`config.mk`:
```
export PLATFORM = sky130hd
export DESIGN_NAME = codec_intf
export DESIGN_NICKNAME = d
export VERILOG_FILES = /design/src/rtl/codec_pkg.sv /design/src/rtl/codec_intf.sv
export SDC_FILE = /design/constraint.sdc
export NUM_CORES = 1
export LEC_CHECK = 0
export CORE_MARGIN = 2
export CORE_UTILIZATION = 54
export CTS_BUF_LIST = sky130_fd_sc_hd__clkbuf_16
export DETAILED_ROUTE_END_ITERATION = 8
export PLACE_DENSITY = 0.85
export SYNTH_ARGS = -nofsm -noshare
export SYNTH_HDL_FRONTEND = slang
export SYNTH_SLANG_ARGS = --single-unit
export TNS_END_PERCENT = 20
```
`constraint.sdc`:
```
create_clock -name clk -period 4.9 [get_ports clk]
set_input_delay 0.49 -clock clk [delete_from_list [all_inputs] [get_ports clk]]
set_output_delay 0.49 -clock clk [all_outputs]
set_load 0.01 [all_outputs]
```
`src/rtl/codec_pkg.sv`:
```
// Shared constants for the I2S codec interface: counter geometry and the
// counter decode values that mark SCLK edges and word-load slots.
package codec_pkg;

    localparam int SMPL_W   = 16;
    localparam int CNT_W    = 10;
    localparam int MCLK_BIT = 1;
    localparam int SCLK_BIT = 4;
    localparam int SLOT_LSB = 5;   // cnt[CNT_W-1:SLOT_LSB] numbers the SCLK period in the frame

    // Phase within one SCLK period, taken on the clk edge where SCLK toggles
    localparam logic [SLOT_LSB-1:0] SCLK_RISE_PH = 5'b01111;
    localparam logic [SLOT_LSB-1:0] SCLK_FALL_PH = 5'b11111;

    // SCLK period indices (cnt[9:5]) carrying the last bit of each received word
    localparam logic [CNT_W-SLOT_LSB-1:0] LFT_LOAD_SLOT = 5'b10000;
    localparam logic [CNT_W-SLOT_LSB-1:0] RHT_LOAD_SLOT = 5'b00000;

    // Period index within a half (cnt[8:5]) whose falling edge loads the TX word
    localparam logic [CNT_W-SLOT_LSB-2:0] TX_LOAD_SLOT = 4'b0000;

endpackage

```
`src/rtl/codec_intf.sv`:
```
// I2S master towards an audio codec: derives LRCLK/SCLK/MCLK from one
// free-running counter, deserialises SDout and serialises the DAC samples.
module codec_intf #(
    parameter int SMPL_W = codec_pkg::SMPL_W
) (
    input  logic                     clk,
    input  logic                     rst_n,
    input  logic signed [SMPL_W-1:0] lft_in,
    input  logic signed [SMPL_W-1:0] rht_in,
    input  logic                     SDout,
    output logic signed [SMPL_W-1:0] lft_out,
    output logic signed [SMPL_W-1:0] rht_out,
    output logic                     valid,
    output logic                     LRCLK,
    output logic                     SCLK,
    output logic                     MCLK,
    output logic                     SDin,
    output logic                     RSTn
);
    import codec_pkg::*;

    logic [CNT_W-1:0]          cnt_reg;
    logic                      rstn_reg;
    logic                      valid_reg;
    // The RX register only needs SMPL_W-1 bits: the oldest bit is consumed
    // on the same edge that the newest one arrives.
    logic [SMPL_W-2:0]         rx_shreg;
    logic [SMPL_W-1:0]         tx_shreg;
    logic [SMPL_W-1:0]         lft_reg;
    logic [SMPL_W-1:0]         rht_reg;
    logic [SMPL_W-1:0]         rx_word;
    logic [CNT_W-SLOT_LSB-1:0] slot;
    logic                      sclk_rise;
    logic                      sclk_fall;
    logic                      tx_load;

    assign slot      = cnt_reg[CNT_W-1:SLOT_LSB];
    assign sclk_rise = (cnt_reg[SLOT_LSB-1:0] == SCLK_RISE_PH);
    assign sclk_fall = (cnt_reg[SLOT_LSB-1:0] == SCLK_FALL_PH);
    assign tx_load   = sclk_fall && (slot[CNT_W-SLOT_LSB-2:0] == TX_LOAD_SLOT);
    assign rx_word   = {rx_shreg, SDout};

    always_ff @(posedge clk or negedge rst_n) begin
        if (!rst_n) begin
            cnt_reg   <= '0;
            rstn_reg  <= 1'b0;
            valid_reg <= 1'b0;
            rx_shreg  <= '0;
            tx_shreg  <= '0;
            lft_reg   <= '0;
            rht_reg   <= '0;
        end else begin
            cnt_reg <= cnt_reg + CNT_W'(1);

            // Codec leaves reset once a full frame of clocks has been issued
            if (cnt_reg == {CNT_W{1'b1}}) begin
                rstn_reg <= 1'b1;
            end

            if (sclk_rise) begin
                rx_shreg <= rx_word[SMPL_W-2:0];
                if (slot == LFT_LOAD_SLOT) begin
                    lft_reg <= rx_word;
                end
                if (slot == RHT_LOAD_SLOT) begin
                    rht_reg <= rx_word;
                end
            end

            // A pair is only trustworthy once the codec ran out of reset for it
            valid_reg <= sclk_rise && (slot == RHT_LOAD_SLOT) && rstn_reg;

            if (tx_load) begin
                tx_shreg <= cnt_reg[CNT_W-1] ? rht_in : lft_in;
            end else if (sclk_fall) begin
                tx_shreg <= {tx_shreg[SMPL_W-2:0], 1'b0};
            end
        end
    end

    assign LRCLK   = cnt_reg[CNT_W-1];
    assign SCLK    = cnt_reg[SCLK_BIT];
    assign MCLK    = cnt_reg[MCLK_BIT];
    assign RSTn    = rstn_reg;
    assign SDin    = tx_shreg[SMPL_W-1];
    assign valid   = valid_reg;
    assign lft_out = lft_reg;
    assign rht_out = rht_reg;

endmodule

```
==> PnR_summary.wiki <==
{| class="wikitable"
! Metric !! Value
|-
| Result of the run || finished clean
|-
| Final cell count without fillers || 370
|-
| Final Slew Violations || 0
|-
| Synth unique cells || 22
|-
| Global-route total usage across every layer || 19.7%
|-
| Largest fanout on the critical path || 17
|-
| Data arrival at the endpoint of the critical path || around 2.8 ns
|-
| DRC violation total after the first TritonRoute iteration || 112
|-
| Post CTS Setup Buffer Count || 0
|-
| Placed instance count || between 300 and 400
|-
| Time the final worst path needs with I/O delays and setup || 2.59 ns
|-
| Proportion of synthesized chip area in sequential cells || 56.7%
|-
| Sw Share || 19.7%
|-
| Peak Freq || 386 MHz
|-
| Final total negative setup slack || 0 ns
|-
| RSZ-0062 raised after global routing || no
|-
| Clock network power share || 46.9%
|-
| Overall die area || ~6800 sq um
|-
| Worst Skew || 0.00521 ns
|-
| Hold Path Class || input port to asynchronous set/reset pin
|-
| Worst r2r src || cnt_reg[1]
|-
| Critical path start-end classification || flip-flop to flip-flop
|-
| Worst-Margin Slew || 0.956 ns
|-
| Cell area after technology mapping || 3310 sq um
|-
| Post-Syn Area per Cell || ~15 sq um
|-
| Dominant combinational cell family by area after synthesis || multiplexers
|-
| Via density per instance || roughly 5.3
|-
| TritonRoute pass-1 iters || 4
|-
| Final setup violation count || 0
|-
| Crit start category || flip-flop
|-
| Net count reported at finish || 329
|-
| Number of warnings issued by yosys || 0
|-
| Core Footprint || 5920 sq um
|-
| I/O Buffers || ~70
|-
| CTS H-tree lvls || 3
|-
| Top library cells by usage in the layout, fill and taps aside || dfrtp_1 (75), clkdlybuf4s50_1 (71), mux2_2 (44)
|-
| Initial Util || 55.9%
|-
| End-of-flow core utilization || between 70% and 80%
|-
| Total clock sinks || 75
|-
| FILL cells || a little under 400
|-
| Fraction of the mapped netlist area in compound gates || 0.454%
|-
| Max-slew headroom at the worst pin || 36.3%
|-
| Pint || ~1.0 mW
|-
| Area growth from synthesis to layout || 31.1%
|-
| Share of power burned in registers || just under 50%
|-
| Die width || 82.3 um
|-
| Net Sw Power || 0.256 mW
|-
| Clock slew at the register clock pins of the worst setup and hold paths || approximately 0.050 ns
|-
| Most common cell after layout, fill and taps aside || dfrtp_1
|-
| Pwr per Cell Area || approximately 300 nW/um^2
|-
| Final antenna-violating net count || 0
|-
| Critical path data required time || between 5 and 6 ns
|-
| Post-synth net total || 255
|-
| Pin count of the biggest net entering global routing || 76
|-
| Antenna violations before repair || 0
|-
| Antenna cell count || 0
|-
| Die Ht || 82.3 um
|-
| Arithmetic-cell share of the synthesized area counting full adders, half adders and majority gates || 1.13%
|-
| Clock tree from TritonCTS || yes
|-
| Layout cell share with drive strength beyond 1 || 26.8%
|-
| Root buffer selected by CTS || clkbuf_16
|-
| Number of cell rows || 28
|-
| DRC violation count after routing || 0
|-
| Number of buffers on the longest clock path || 2
|-
| Final HPWL from detailed placement || 3880 um
|-
| Hold Worst Slack || 0.294 ns
|-
| Fraction of the mapped netlist area in simple logic gates || between 3 and 4%
|-
| Global-route wire length before repair || 9870 um
|-
| RD Place Congestion || roughly 0.76
|-
| Mean routed wirelength per cell || between 15 and 20 um
|-
| Number of global-route vias before repair || approximately 2000
|-
| Launching element of the worst setup path || cnt_reg[1]
|-
| Part of the power in combinational logic || 4.6%
|-
| Global route total overflow || 0
|-
| Max-capacitance violation count || 0
|-
| Gate Count Post-Synth || 217
|-
| Hold Vio Cnt, Final || 0
|-
| Number of buffers created by CTS || 9
|-
| Skew-Pair Late Insertion Delay || between 0.3 and 0.4 ns
|-
| Number of synthesized register bits || 75
|-
| Post-detailed-routing wire length || 5900 um
|-
| Portion of netlist area occupied by mux cells || 32.7%
|-
| Vias after detailed routing || 1961
|-
| Fraction of the cycle the final worst path needs || between 50% and 60%
|-
| Largest vdd supply drop || ~0.25 mV
|-
| Xor/xnor share of the synthesized area || between 1.5 and 2%
|-
| Leakage component of the power || 2.04 nW
|-
| Post-CTS Hold Fix Bufs || 0
|-
| Endpoint kind of the worst setup timing path || flip-flop
|-
| PostCTS Resize Cnt || 0
|-
| Num ports || 73
|}
==> cell type report <==
class | count | area [sq um] | share of cell area [%]
inverters | 12 | 45.0 | 1.04
clock inverters | 6 | 50.0 | 1.15
clock buffers | 9 | 225 | 5.19
repair buffers | 73 | 726 | 16.7
well taps | 75 | 93.8 | 2.16
multi-input cells | 120 | 1330 | 30.5
flip-flops and latches | 75 | 1880 | 43.2
==> metal layers <==
metal | global-route usage, % | vias up | share of wire [%]
met5 | 0 | - | 0
met4 | 10.0 | 0 | 2.2
met3 | 4.24 | 15 | 4.6
met2 | 30.9 | 63 | 49
met1 | 25.7 | 964 | 44
li1 | - | 919 | -
==> metrics by stage <==
stage | setup slack [ns] | power, mW | instance area [sq um]
global placement | 2.41 | 0.702 | 4070
CTS | 2.29 | 1.32 | 4340
floorplan | 2.82 | 0.658 | 3310
detailed placement | 2.32 | 0.704 | 4070
global route | 2.09 | 1.35 | 4340
finish | 2.31 | 1.30 | 4340
==> cells by family after synthesis <==
logic type | count (synthesis)
compound gates | 2
mux | 93
flops | 75
buf+inv | 22
fa+ha+maj | 3
xor+xnor | 7
simple gates | 15
==> power by group through the flow <==
stage	Combinational [mW]	Sequential (mW)	Clock [mW]
after floorplan	0.0159	0.643	0
after global placement	0.0592	0.643	0
after detailed placement	0.0606	0.643	0
after CTS	0.0612	0.632	0.624
after global routing	0.0667	0.633	0.646
final	0.0597	0.632	0.611
==> synthesized netlist by cell type <==
| library cell | instances | share of area [%] |
|---|---|---|
| buf_2 | 4 | 0.60 |
| mux2_4 | 19 | 8.6 |
| buf_6 | 4 | 1.4 |
| nor2_1 | 1 | 0.11 |
| o21ai_0 | 1 | 0.15 |
| nand2_1 | 1 | 0.11 |
| nor4_2 | 1 | 0.38 |
| xnor2_1 | 5 | 1.3 |
| and3_1 | 3 | 0.57 |
| nand3_4 | 1 | 0.53 |
| mux2_2 | 44 | 15 |
| dfrtp_1 | 75 | 57 |
| inv_1 | 12 | 1.4 |
| a41o_1 | 1 | 0.30 |
| and4_1 | 2 | 0.53 |
| nand3_1 | 3 | 0.45 |
| xor2_1 | 2 | 0.53 |
| mux2i_1 | 30 | 9.1 |
| buf_1 | 2 | 0.23 |
| nand3b_4 | 1 | 0.60 |
| nand4_1 | 2 | 0.38 |
| ha_1 | 3 | 1.1 |
==> critical path, cell delays in order, from the launching register on <==
cell,delay [ns]
dfrtp_1,0.43
ha_1,0.28
and3_1,0.21
ha_1,0.70
nand3b_4,0.44
mux2_4,0.41
==> final timing paths <==
check                               to  slack, ns  cells after the start
setup / recovery           rht_out[10]       2.31                      5
hold / removal              lft_out[5]       0.29                      1
setup reg to reg           rht_out[10]       2.31                      5
hold reg to reg             rht_out[3]       0.50                      1
max in group asynchronous   cnt_reg[1]       4.01                      1
min in group clk            rht_out[3]       0.50                      1
(Power assumes the default switching activity.)
